File: src/rtl/fpu_seq_divider.sv
// Sequential radix-2 restoring divider for signed/unsigned integers.
// One quotient bit per cycle, sign fix-up afterwards, valid/ready handshakes on both sides.
module fpu_seq_divider #(
  parameter int WIDTH = 16
) (
  input  logic             clock,
  input  logic             resetN,
  input  logic             inValid,
  output logic             inReady,
  input  logic [WIDTH-1:0] dividend,
  input  logic [WIDTH-1:0] divisor,
  input  logic             isSigned,
  output logic             outValid,
  input  logic             outReady,
  output logic [WIDTH-1:0] quotient,
  output logic [WIDTH-1:0] remainder,
  output logic             divByZero,
  output logic             overflow
);

  localparam int CW = $clog2(WIDTH + 1);

  typedef enum logic [1:0] {IDLE, COMP, FIX, DONE} stateE;

  stateE state, stateNext;

  logic [CW-1:0]    counter;
  logic [WIDTH-1:0] remReg;
  logic [WIDTH-1:0] quoReg;
  logic [WIDTH-1:0] divMag;
  logic             negQuo;
  logic             negRem;
  logic             ovfPend;

  logic [WIDTH-1:0] dvdMag;
  logic [WIDTH-1:0] dvsMag;
  logic [WIDTH:0]   remShift;
  logic [WIDTH:0]   trialDiff;
  logic             stepFits;
  logic [WIDTH-1:0] stepRem;
  logic             mostNegByMinusOne;

  // The magnitude of the most-negative value wraps to itself, which is the
  // correct unsigned magnitude, so no extra bit is needed.
  assign dvdMag = (isSigned && dividend[WIDTH-1]) ? -dividend : dividend;
  assign dvsMag = (isSigned && divisor[WIDTH-1])  ? -divisor  : divisor;
  assign mostNegByMinusOne = isSigned && (dividend == {1'b1, {(WIDTH-1){1'b0}}})
                             && (divisor == {WIDTH{1'b1}});

  // A shifted-out bit in remShift[WIDTH] guarantees the trial fits; otherwise
  // the borrow in trialDiff[WIDTH] says the subtraction went negative.
  assign remShift  = {remReg, quoReg[WIDTH-1]};
  assign trialDiff = remShift - {1'b0, divMag};
  assign stepFits  = remShift[WIDTH] | ~trialDiff[WIDTH];
  assign stepRem   = stepFits ? trialDiff[WIDTH-1:0] : remShift[WIDTH-1:0];

  always_ff @(posedge clock or negedge resetN) begin
    if (!resetN) state <= IDLE;
    else         state <= stateNext;
  end

  always_comb begin
    // NOTE: default assignment first so no path leaves stateNext unassigned (no latch).
    stateNext = state;
    case (state)
      IDLE: if (inValid) stateNext = (divisor == '0) ? DONE : COMP;
      COMP: if (counter == CW'(1)) stateNext = FIX;
      FIX:  stateNext = DONE;
      DONE: if (outReady) stateNext = IDLE;
      default: stateNext = IDLE;
    endcase
  end

  always_comb begin
    inReady  = (state == IDLE);
    outValid = (state == DONE);
  end

  // NOTE: sequential state uses non-blocking assignments so every register
  // samples the pre-edge values of its neighbours.
  always_ff @(posedge clock or negedge resetN) begin
    if (!resetN) begin
      counter   <= '0;
      remReg    <= '0;
      quoReg    <= '0;
      divMag    <= '0;
      negQuo    <= 1'b0;
      negRem    <= 1'b0;
      ovfPend   <= 1'b0;
      quotient  <= '0;
      remainder <= '0;
      divByZero <= 1'b0;
      overflow  <= 1'b0;
    end else begin
      case (state)
        IDLE: begin
          if (inValid) begin
            if (divisor == '0) begin
              quotient  <= '1;
              remainder <= dividend;
              divByZero <= 1'b1;
              overflow  <= 1'b0;
              counter   <= '0;
            end else begin
              remReg  <= '0;
              quoReg  <= dvdMag;
              divMag  <= dvsMag;
              negQuo  <= isSigned && (dividend[WIDTH-1] ^ divisor[WIDTH-1]);
              negRem  <= isSigned && dividend[WIDTH-1];
              ovfPend <= mostNegByMinusOne;
              counter <= CW'(WIDTH);
            end
          end
        end
        COMP: begin
          remReg  <= stepRem;
          quoReg  <= {quoReg[WIDTH-2:0], stepFits};
          counter <= counter - CW'(1);
        end
        FIX: begin
          quotient  <= negQuo ? -quoReg : quoReg;
          remainder <= negRem ? -remReg : remReg;
          divByZero <= 1'b0;
          overflow  <= ovfPend;
        end
        default: ;
      endcase
    end
  end

endmodule

File: config.mk
export PLATFORM = sky130hd
export DESIGN_NAME = fpu_seq_divider
export DESIGN_NICKNAME = d
export VERILOG_FILES = /design/src/rtl/fpu_seq_divider.sv
export SDC_FILE = /design/constraint.sdc
export NUM_CORES = 1
export LEC_CHECK = 0
export ABC_AREA = 0
export CAP_MARGIN = 20
export CORE_MARGIN = 5
export CORE_UTILIZATION = 50
export CTS_BUF_LIST = sky130_fd_sc_hd__clkbuf_8
export DETAILED_ROUTE_END_ITERATION = 10
export GPL_TIMING_DRIVEN = 0
export PLACE_DENSITY_LB_ADDON = 0.1
export SKIP_LAST_GASP = 1
export SYNTH_ARGS = -nofsm -noshare
export SYNTH_HDL_FRONTEND = slang
export SYNTH_SLANG_ARGS = --single-unit
File: constraint.sdc
create_clock -name clock -period 2.6 [get_ports clock]
set_input_delay 0.39 -clock clock [delete_from_list [all_inputs] [get_ports clock]]
set_output_delay 0.39 -clock clock [all_outputs]
set_load 0.05 [all_outputs]
# Word-level counts from Yosys, hierarchy flattened

Index checks and enable logic that the tools add are counted.

Flip-flop bits (word level): 92
Word-level logic and storage cells: 78
Output and inout port bits: 36
Bits of input ports: 37

Add/subtract/negate cells: 6
Equality and inequality tests: 11
Muxes and demuxes: 31
Bitwise logic cells: 4
Reduce and logical (&&, ||, !) cells: 14

Operator list:

| kind                                                                    | count |
|---|---|
| 16-bit two-way mux                                                      | 13 |
| 16-bit one-hot mux with 2 select lines                                  | 4 |
| 16-bit negator                                                          | 4 |
| 16-bit == test, second input constant                                   | 2 |
| 17-bit by 16-bit subtractor with 17-bit output                          | 1 |
| 16-bit zero test                                                        | 1 |
| 3-bit AND reduction                                                     | 4 |
| 5-bit two-way mux                                                       | 2 |
| 5-bit one-hot mux with 2 select lines                                   | 1 |
| 2-bit two-way mux                                                       | 4 |
| 2-bit one-hot mux with 4 select lines                                   | 1 |
| 2-bit inequality test, second input constant                            | 3 |
| 5-bit by 1-bit == test with 1-bit output, second input constant         | 1 |
| 1-bit logical AND                                                       | 5 |
| 5-bit by 1-bit subtractor with 5-bit output, second input constant      | 1 |
| 2-bit == test, second input constant                                    | 2 |
| 1-bit two-way mux                                                       | 4 |
| 2-bit by 1-bit inequality test with 1-bit output, second input constant | 2 |
| 1-bit one-hot mux with 2 select lines                                   | 2 |
| 2-bit nonzero test                                                      | 2 |
| 2-bit by 1-bit == test with 1-bit output, second input constant         | 1 |
| 2-bit zero test                                                         | 1 |
| 1-bit inverter                                                          | 2 |
| 2-bit AND reduction                                                     | 1 |
| other kinds (2)                                                         | 2 |

# Depth between registers and ports, before layout

Gate-level depths: netlist of the first run.

Depth after elaboration: 5
Depth in mapped cells: 12
Gate-level depth less buffers: 10

# Least setup slack after synthesis of the first run

OpenSTA, ideal clock, no wires.

Kind: reg2reg
From: register quoReg[15]
To: register remReg[12]
Slack: 0.051 ns
Clock period less this slack: 2.549 ns
Required time: 2.474 ns
Stages on the path, launching flop included: 12
Arrival time: 2.423 ns
Cells stage by stage: dfrtp_1 inv_1 ha_1 fa_1 nor2b_4 o31a_1 o41ai_2 o21ai_2 a41o_1 buf_6 and2_4 a221o_1

Cells in the longest elaborated chain, start to end: 5

RTL lines:

| element                                          | RTL line | RTL |
|---|---|---|
| from (decl)                                      | 29       | `logic [WIDTH-1:0] quoReg;` |
| from (signal assigned)                           | 106      | `quoReg <= dvdMag;` |
| from (signal assigned)                           | 117      | `quoReg <= {quoReg[WIDTH-2:0], stepFits};` |
| 17-bit by 16-bit subtractor with 17-bit output * | 53       | `assign trialDiff = remShift - {1'b0, divMag};` |
| 1-bit inverter                                   | 54       | `assign stepFits = remShift[WIDTH] \| ~trialDiff[WIDTH];` |
| 1-bit bitwise OR                                 | 54       |  |
| 16-bit two-way mux *                             | 55       | `assign stepRem = stepFits ? trialDiff[WIDTH-1:0] : remShift[WIDTH-1:0];` |
| 16-bit one-hot mux with 2 select lines *         | 95       | `case (state)` |
| to (signal assigned)                             | 116      | `remReg <= stepRem;` |
| to (decl)                                        | 28       | `logic [WIDTH-1:0] remReg;` |

Every way passes the cells marked *; elsewhere a longest branch is shown, timed or not.
A chain may end at the register's enable or synchronous reset.

# Worst setup path after layout of the first run

From: register remReg[1]
To: register remReg[14]

Cells in the longest elaborated chain, start to end: 5

RTL lines:

| element                                          | RTL line |
|---|---|
| 17-bit by 16-bit subtractor with 17-bit output * | 53 |
| 1-bit inverter                                   | 54 |
| 1-bit bitwise OR                                 | 54 |
| 16-bit two-way mux *                             | 55 |
| 16-bit one-hot mux with 2 select lines *         | 95 |

Marked as above.

==> metrics.cfg, run 1 <==
[setup_path]
worstPathMaxFanout=7
path_class=reg -> reg
endpoint_kind=register
critPathLaunchType=register
worst_ep_arrival_time_ns=2.84
required_ns=2.87

[logic_synthesis]
synth_area_per_cell_sq_um=8.449
synth.distinct_cells=61
ys_seq_area_frac=0.3764
synth-async-reset-ratio=1.000
synth-seq-cells=92
syn_nets=789
synth_edf_count=0
synth_area_leaders=dfrtp_1 38%, o21ai_0 7.4%, nand2_1 5.8%
ys.warnings.count=0
synth.top_cell.area_share=0.3764
netlist_area_sq_mm=0.006117
yosysTopAreaCell=dfrtp_1
netlist_instances=724
synth_ff_type=dfrtp_1

[cts]
cts.sinks=92
cts_buffers=9
clock_latency_ns=0.40
cts.clk_slew.worst_paths_ns=0.10
cts_tree=yes
cts_htree_levels=3
clock_path_buffers=2
root_buffer=clkbuf_8

[route]
drc=0
wire_per_inst_microns=17.42
drt_iter0_drc=353
first_pass_iters=5
ant_nets=0
detail_route.vias_per_cell=5.729
vias=5614
drt-total-wl_microns=17070

[timing]
rsz0062_at_grt=yes
fmax_mhz=388.3
fin_ws_ns=0.02488
finalCriticalPeriod_ns=2.575
drv_slew=0
final-hold-violation-count=0
worst_pin_slew_ns=0.7085
whs_ns=0.4746
period_share=0.9904
final.setup_skew_ns=0.01818
setup_viol=0
maxSlewHeadroom=0.5277

[finish]
finalCoreUtilization=0.6320
stdcell_area_sq_mm=0.007591
fillers=1046
drive_gt1_frac=0.1092
n_antenna_cell=0
final_nets=893
areaGrowthSynthToFinish_pct=24.09

[floorplan]
rows=40
design.core.area_sq_mm=0.01201
fp.dieW_microns=120.6
die-area_sq_mm=0.01455
initial_core_util=0.5093
io_pins=73
die_height_microns=120.6

[min_path]
min_path_type=reg -> reg

[grt]
first_global_vias=5478
grt_pass1_wl_microns=27740
grt_max_degree=53
antenna_found_initial=0
grt.total_usage=0.2388
grt_overflow_total=0

[power]
cellPowerDensity_mw_per_mm2=1448
p_leak_nw=3.145
p_total_mw=10.99
max-vdd-ir-drop_v=0.0007151

[job]
maxCapViolCount=0

[placement]
port_buffers=72
dp_hpwl_microns=13170
placed_area_sq_mm=0.007047
place.gp.congestion=0.9411
dp_worst_setup_slack_ns=-0.5689

[status]
outcome=complete, no violations

[flip-flops by register name, indices dropped and copies added, names as in the netlist]
signal     flops
ovfPend        1
remReg        16
negRem         1
remainder     16
quoReg        16
counter        5
negQuo         1
divMag        16
divByZero      1
state          2
overflow       1
quotient      16
[worst paths after layout]
kind | start | end | slack [ns] | cells after the start
setup reg to reg | remReg[1] | remReg[14] | 0.02 | 9
max in group asynchronous | resetN | divMag[1] | 1.40 | 3
hold reg to reg | overflow | overflow | 0.47 | 2
hold / removal | overflow | overflow | 0.47 | 2
setup / recovery | remReg[1] | remReg[14] | 0.02 | 9
min in group asynchronous | resetN | remainder[15] | 0.53 | 2
[cell usage in the layout, fill, tap and decap left out, types with 4 or more instances in the layout]
master            n
clkdlybuf4s50_1  71
ha_1             22
nor2b_1           5
o21ai_1          17
o21ai_0          79
clkbuf_1         18
inv_1            36
nor2_1           59
a22o_1            4
a21oi_1          49
clkbuf_2          6
mux2i_1          25
a31oi_1          13
clkbuf_8          9
nand3_1          10
ha_4              5
xnor2_1          31
dfrtp_2           6
nand2b_1          8
nand4_1           5
or3_1             7
o31ai_1           9
a211oi_1          4
nor4_1            6
xor2_1           30
buf_4            19
o21a_1            5
o41ai_1           5
or4_1             5
nand2_1          95
nor3_1            9
dfrtp_1          86
[area by class of cell]
cell class / count / area, sq um / area share
clock inverter: 7 / 81.33 / 0.01071
inverter: 38 / 142.6 / 0.01879
multi-input combinational: 561 / 3656 / 0.4816
clock buffer: 9 / 123.9 / 0.01632
timing repair buffer: 93 / 915.9 / 0.1207
sequential: 92 / 2310 / 0.3043
buffer: 33 / 177.7 / 0.02341
tap: 147 / 183.9 / 0.02423
[Yosys cell counts (all sizes together) (7+ instances only)]
master  count
nor2       62
nand2      96
o31ai      11
mux2i      25
dfrtp      92
nand2b      8
ha         27
nand3      10
a31oi      14
nor3       10
o41ai       8
xor2       30
clkbuf     25
or3         7
buf         8
o21ai      97
a21oi      49
inv        38
xnor2      31
[power by group]
group | leakage (nW) | switching, mW | total (mW) | internal [mW]
Clock | 0.106 | 0.564 | 1.02 | 0.459
Combinational | 1.93 | 4.19 | 7.32 | 3.13
Sequential | 1.10 | 0.584 | 2.65 | 2.07
[worst max-delay path, cell delays in order, from the launching register on]
cell	delay, ns
dfrtp_2	0.48
ha_4	0.27
nor2b_4	0.12
o31a_1	0.34
o41ai_4	0.27
o21ai_2	0.10
a41o_1	0.26
buf_6	0.14
and2_4	0.14
a221o_1	0.31
[cell families after synthesis]
group / Yosys count / synth area share
AND/OR/NAND/NOR: 231 / 0.1761
AO/OA/AOI/OAI: 216 / 0.2111
flip-flops: 92 / 0.3764
adder cells (fa/ha/maj): 28 / 0.05850
XOR/XNOR: 61 / 0.08734
buffers and inverters: 71 / 0.04970
multiplexers: 25 / 0.04091
[per-layer routing]
layer,GRT usage,vias up,routed length (microns)
li1,-,2751,-
met3,0.04350,43,792
met5,0,-,0
met4,0.1069,0,576
met2,0.3737,146,7969
met1,0.3233,2674,7729
[timing repair]
| action | 4_1_cts | 5_1_grt |
|---|---|---|
| pin swaps | 7 | 11 |
| gates resized for setup | 16 | 41 |
| endpoints found under the setup margin | 51 | 76 |
| cloned | 0 | 1 |
| setup buffers | 11 | 7 |
| endpoints found under the hold margin | 2 | 0 |
| hold buffers | 1 | 0 |
[metrics by stage]
| step | std cells | setup TNS, ns |
|---|---|---|
| after floorplan | 724 | 0 |
| after global placement | 943 | -236.40 |
| after detailed placement | 944 | -36.04 |
| after CTS | 972 | -0.03093 |
| after global routing | 980 | -0.3567 |
| final | 980 | 0 |
Note: power is estimated with default switching activity, not from simulation.
==> run 2, diff against run 1 <==
--- a/config.mk
+++ b/config.mk
@@ -7,7 +7,7 @@
 export LEC_CHECK = 0
 export ABC_AREA = 0
 export CAP_MARGIN = 20
-export CORE_MARGIN = 5
+export CORE_MARGIN = 2
 export CORE_UTILIZATION = 50
 export CTS_BUF_LIST = sky130_fd_sc_hd__clkbuf_8
 export DETAILED_ROUTE_END_ITERATION = 10
==> run 2 against run 1 <==
Net effect:
- the flow now finishes with violations (hold timing)
- wire length fell by 1.8%
- total power shrank 2.3%
- clock power about the same
- largest cell class unchanged
- utilization fell by 0.81 points
- critical path type unchanged
- hold slack got worse by 0.48 ns
- non-clock buffer count down 6
- via count is 0.29% higher
- sequential power hardly changed
- global-route usage increased by 2.3 points
==> metrics.cfg, run 2 (synthesis gave the netlist of run 1 again) <==
[floorplan]
design.core.area_sq_mm=0.01196  ; -0.42%
die-area_sq_mm=0.01314  ; -9.7%
io_pins=73  ; unchanged
fp.dieW_microns=114.6  ; -5.0%
rows=40  ; unchanged
die_height_microns=114.6  ; -5.0%
initial_core_util=0.5114  ; +0.002131

[setup_path]
path_class=reg -> reg
crit_slowest_cell=dfrtp_1
required_ns=2.86  ; about the same
path_cells=ha_1 > nor2b_4 > o31a_1 > o41ai_4 > o21ai_2 > a41o_1 > buf_6 > and2_4 > a221o_1
worst_ep_arrival_time_ns=2.82  ; -0.02 ns
max_stage_delay_ns=0.41  ; -0.07 ns
endpoint_kind=register
critPathLaunchType=register
worstPathMaxFanout=7  ; unchanged

[cts]
cts_buffers=9  ; unchanged
cts_tree=yes
clock_path_buffers=2  ; unchanged
cts.sinks=92  ; unchanged
root_buffer=clkbuf_8
clock_latency_ns=0.38  ; -0.02 ns
cts_htree_levels=3  ; unchanged
cts.clk_slew.worst_paths_ns=0.09  ; about the same

[job]
maxCapViolCount=0  ; unchanged

[route]
wl_met3_microns=677  ; -15%
drc=0  ; unchanged
drt_iter0_drc=417  ; +18%
drt-total-wl_microns=16750  ; -1.8%
detail_route.vias_per_cell=5.780  ; +0.90%
wl_met1_microns=7763  ; +0.44%
wire_per_inst_microns=17.20  ; -1.2%
top_layer=met4
ant_nets=0  ; unchanged
first_pass_iters=4  ; -1
wl_met2_microns=7995  ; +0.33%
vias=5630  ; +0.29%

[timing]
whs_ns=-0.002729  ; -0.4773 ns
finalCriticalPeriod_ns=2.555  ; -0.01985 ns
fmax_mhz=391.3  ; +0.78%
worst_pin_slew_ns=0.7302  ; +0.02174 ns
setup_viol=0  ; unchanged
period_share=0.9828  ; -0.007635
final-hold-violation-count=1  ; +1
rsz0062_at_grt=yes
tns_ns=0  ; unchanged
final.setup_skew_ns=0.02414  ; +0.005962 ns
drv_slew=0  ; unchanged
maxSlewHeadroom=0.5132  ; -0.01449

[finish]
areaGrowthSynthToFinish_pct=21.99
drive_gt1_frac=0.09190  ; -0.01735
layout_commonest_cell=nand2_1
final_nets=887  ; -0.67%
n_antenna_cell=0  ; unchanged
final_cell_mix=95 x nand2_1, 90 x dfrtp_1, 89 x o21ai_0, 71 x clkdlybuf4s50_1, 59 x nor2_1

[min_path]
min_path_type=in -> async

[grt]
grt_max_degree=51  ; -3.8%
grt_pass1_wl_microns=26820  ; -3.3%
antenna_found_initial=0  ; unchanged
first_global_vias=5314  ; -3.0%
grt_overflow_total=0  ; unchanged
grt.total_usage=0.2614  ; +0.02262

[status]
outcome=finished, violations left
failed_checks=hold timing

[power]
max-vdd-ir-drop_v=0.0008285  ; +16%
p_leak_nw=3.098  ; -1.5%
p_total_mw=10.74  ; -2.3%
cellPowerDensity_mw_per_mm2=1439  ; -0.61%

[placement]
port_buffers=72  ; unchanged
place.gp.congestion=0.8790  ; -6.6%
dp_hpwl_microns=12940  ; -1.8%

==> run 2: changes by cell type in the layout (fill, tap and decap cells not counted), moves of 2 or more <==
cell        change
o21ai_0        +10
o21ai_1        -10
buf_4           -5
dfrtp_1         +4
dfrtp_2         -4
ha_4            -4
clkbuf_1        +2
clkbuf_2        -2
clkinvlp_4      +2
ha_1            +2
ha_2            +2
==> run 2: area by class of cell <==
| cell class | instances | area, sq um |
|---|---|---|
| clock inverter | 7 | 75.07 |
| tap | 147 | 183.9 |
| fill | 1090 | 4499 |
| multi-input combinational | 561 | 3605 |
| inverter | 38 | 142.6 |
| sequential | 92 | 2305 |
| timing repair buffer | 87 | 854.6 |
| clock buffer | 9 | 123.9 |
| buffer | 33 | 172.7 |
==> run 2: repair_timing <==
action | CTS | global route
endpoints found under the setup margin | 50 | 68
resized for setup | 12 | 21
hold buffers | 0 | 0
setup buffers | 5 | 9
pin swaps | 3 | 5
==> run 2: final timing paths <==
check	from	end	slack, ns	cells after the start
max	remReg[1]	remReg[15]	0.04	9
min	resetN	remainder[11]	-0.003	1
min reg2reg	overflow	overflow	0.48	2
max in group asynchronous	resetN	divMag[2]	1.95	2
max reg2reg	remReg[1]	remReg[15]	0.04	9
min in group clock	overflow	overflow	0.48	2
==> run 2: through the flow <==
step           instance area, sq um  setup slack (ns)  cells  utilization  hold WS, ns
5_1_grt                        7462          -0.02998    974       0.6238      0.03771
2_1_floorplan                  6117           0.05127    724            -      0.09441
4_1_cts                        7327           -0.1328    965       0.6126      0.01619
3_3_place_gp                   7022            -2.128    943       0.5870       0.4562
6_report                       7462           0.04474    974       0.6238    -0.002729
3_5_place_dp                   7047           -0.5857    944       0.5891       0.4229
==> run 2: report_power, final <==
group	switching [mW]	internal [mW]
clock	0.552	0.450
combinational	4.19	2.93
sequential	0.553	2.06
==> run 2: critical path: cells and delay by family (launching register included) <==
family	cells	cell delay (ns)
and+or+nand+nor	2	0.29
DFF	1	0.41
buffers and inverters	1	0.14
AOI/OAI and AO/OA	5	1.26
adders and majority gates	1	0.35
==> run 2: layer usage <==
| metal | track usage | vias to the layer above |
|---|---|---|
| li1 | - | 2744 |
| met2 | 0.4272 | 149 |
| met4 | 0.09350 | 0 |
| met5 | 0 | - |
| met3 | 0.03388 | 23 |
| met1 | 0.3571 | 2714 |
==> run 3, diff against run 2 <==
--- a/config.mk
+++ b/config.mk
@@ -6,7 +6,7 @@
 export NUM_CORES = 1
 export LEC_CHECK = 0
 export ABC_AREA = 0
-export CAP_MARGIN = 20
+export CAP_MARGIN = 40
 export CORE_MARGIN = 2
 export CORE_UTILIZATION = 50
 export CTS_BUF_LIST = sky130_fd_sc_hd__clkbuf_8
==> run 3 against run 2 <==
Net effect:
- the run still ends with hold timing left
- combinational power about the same
- global-route usage unchanged
- non-clock buffer count unchanged
- flip-flop and latch count unchanged
- wire length unchanged
- largest cell class unchanged
==> metrics.cfg, run 3 (synthesis gave the netlist of run 1 again) <==
[route]
ant_nets=0  ; unchanged
wire_per_inst_microns=17.20  ; unchanged
vias=5630  ; unchanged
drt_iter0_drc=417  ; unchanged
drt-total-wl_microns=16750  ; unchanged
first_pass_iters=4  ; unchanged
drc=0  ; unchanged
detail_route.vias_per_cell=5.780  ; unchanged

[setup_path]
rrSetupSlack_ns=0.04  ; about the same
worstPathMaxFanout=7  ; unchanged
crit_buf_inv=1  ; unchanged
max_stage_delay_ns=0.41  ; about the same
critical-path-top-delay-family=compound AO/OA/AOI/OAI gates
path_class=reg -> reg
reg2regPathDepth=9  ; unchanged
r2r_start=remReg[1]
crit_slowest_cell=dfrtp_1
endpoint_kind=register
critPathLaunchType=register
required_ns=2.86  ; about the same
path_cells=ha_1 > nor2b_4 > o31a_1 > o41ai_4 > o21ai_2 > a41o_1 > buf_6 > and2_4 > a221o_1
timing.critical_path.from=remReg[1]
worst_ep_arrival_time_ns=2.82  ; about the same
timing.rr.end=remReg[15]

[cts]
cts_tree=yes
clock_latency_ns=0.38  ; about the same
cts_buffers=9  ; unchanged
root_buffer=clkbuf_8
cts.sinks=92  ; unchanged
cts.clk_slew.worst_paths_ns=0.09  ; about the same
clock_path_buffers=2  ; unchanged
hold_buffers=0  ; unchanged
cts_htree_levels=3  ; unchanged

[finish]
fillers=1090  ; unchanged
layout_commonest_cell=nand2_1
drive_gt1_frac=0.09190  ; unchanged
n_antenna_cell=0  ; unchanged
finalCoreUtilization=0.6238  ; unchanged
stdcell_area_sq_mm=0.007462  ; unchanged
final_cell_mix=95 x nand2_1, 90 x dfrtp_1, 89 x o21ai_0, 71 x clkdlybuf4s50_1, 59 x nor2_1
final_nets=887  ; unchanged
areaGrowthSynthToFinish_pct=21.99  ; unchanged

[placement]
dp_hpwl_microns=12940  ; unchanged
place.gp.congestion=0.8790  ; unchanged
placed_area_sq_mm=0.007047  ; unchanged
port_buffers=72  ; unchanged

[power]
combPwrFrac=0.663  ; about the same
max-vdd-ir-drop_v=0.0008285  ; unchanged
clkPwrFrac=0.093  ; about the same
p_sw_mw=5.294  ; unchanged
p_int_mw=5.447  ; unchanged
cellPowerDensity_mw_per_mm2=1439  ; unchanged
p_sw_frac=0.4929  ; unchanged
p_seq_frac=0.244  ; about the same
p_leak_nw=3.098  ; unchanged
p_total_mw=10.74  ; unchanged

[status]
outcome=finished, violations left
failed_checks=hold timing

[grt]
grt_max_degree=51  ; unchanged
antenna_found_initial=0  ; unchanged
grt_overflow_total=0  ; unchanged
grt_pass1_wl_microns=26820  ; unchanged
first_global_vias=5314  ; unchanged
grt.total_usage=0.2614  ; unchanged

[job]
maxCapViolCount=0  ; unchanged

[floorplan]
design.core.area_sq_mm=0.01196  ; unchanged
fp.dieW_microns=114.6  ; unchanged
rows=40  ; unchanged
die-area_sq_mm=0.01314  ; unchanged
die_height_microns=114.6  ; unchanged
io_pins=73  ; unchanged
initial_core_util=0.5114  ; unchanged

[timing]
final.setup_skew_ns=0.02414  ; unchanged
final-hold-violation-count=1  ; unchanged
finalCriticalPeriod_ns=2.555  ; unchanged
setup_viol=0  ; unchanged
rsz0062_at_grt=yes
fmax_mhz=391.3  ; unchanged
whs_ns=-0.002729  ; unchanged
worst_pin_slew_ns=0.7302  ; unchanged
period_share=0.9828  ; unchanged
drv_slew=0  ; unchanged
maxSlewHeadroom=0.5132  ; unchanged

[min_path]
min_path_type=in -> async

## run 3: cell type report
cell class / count / area (sq um) / share of cell area
Clock inverter: 7 / 75.07 / 0.01006
Tap cell: 147 / 183.9 / 0.02465
Timing Repair Buffer: 87 / 854.6 / 0.1145
Sequential cell: 92 / 2305 / 0.3089
Clock buffer: 9 / 123.9 / 0.01660
Buffer: 33 / 172.7 / 0.02314
Multi-Input combinational cell: 561 / 3605 / 0.4831
Inverter: 38 / 142.6 / 0.01911
## run 3: worst max path at each step
stage / end / slack, ns / cells past startpoint
final: remReg[15] / 0.04 / 9
after global placement: divMag[3] / -2.13 / 1
after global routing: remReg[15] / -0.03 / 9
after floorplan: remReg[12] / 0.05 / 11
after CTS: remReg[15] / -0.13 / 9
after detailed placement: divMag[5] / -0.59 / 10
## run 3: through the flow
step | cells | setup WS [ns] | setup TNS [ns]
2_1_floorplan | 724 | 0.05127 | 0
3_3_place_gp | 943 | -2.128 | -229.44
3_5_place_dp | 944 | -0.5857 | -37.20
4_1_cts | 965 | -0.1328 | -0.4853
5_1_grt | 974 | -0.02998 | -0.1229
6_report | 974 | 0.04474 | 0
## run 3: repair_timing
| action | 4_1_cts | 5_1_grt |
|---|---|---|
| pin swaps | 3 | 5 |
| hold endpoints to repair | 0 | 0 |
| gates resized for setup | 12 | 21 |
| setup buffers | 5 | 9 |
| endpoints found under the setup margin | 50 | 68 |
## run 3: layer usage
layer	part of all wire	global-route usage	vias up
li1	-	-	2744
met4	0.019	0.09350	0
met2	0.48	0.4272	149
met1	0.46	0.3571	2714
met5	0	0	-
met3	0.040	0.03388	23
## run 3: worst register-to-register path: cells and delay by family (launching register included)
| family | cells | cell delay, ns |
|---|---|---|
| compound gates | 5 | 1.26 |
| simple gates | 2 | 0.29 |
| buf+inv | 1 | 0.14 |
| fa+ha+maj | 1 | 0.35 |
| flops | 1 | 0.41 |
## run 3: power by group through the flow
stage               Combinational, mW  Sequential (mW)  Clock [mW]
CTS                              6.69             2.62        1.01
global route                     7.79             2.70        1.07
finish                           7.12             2.62        1.00
floorplan                        4.15             3.24           0
detailed placement               6.51             2.65           0
global placement                 6.35             2.62           0
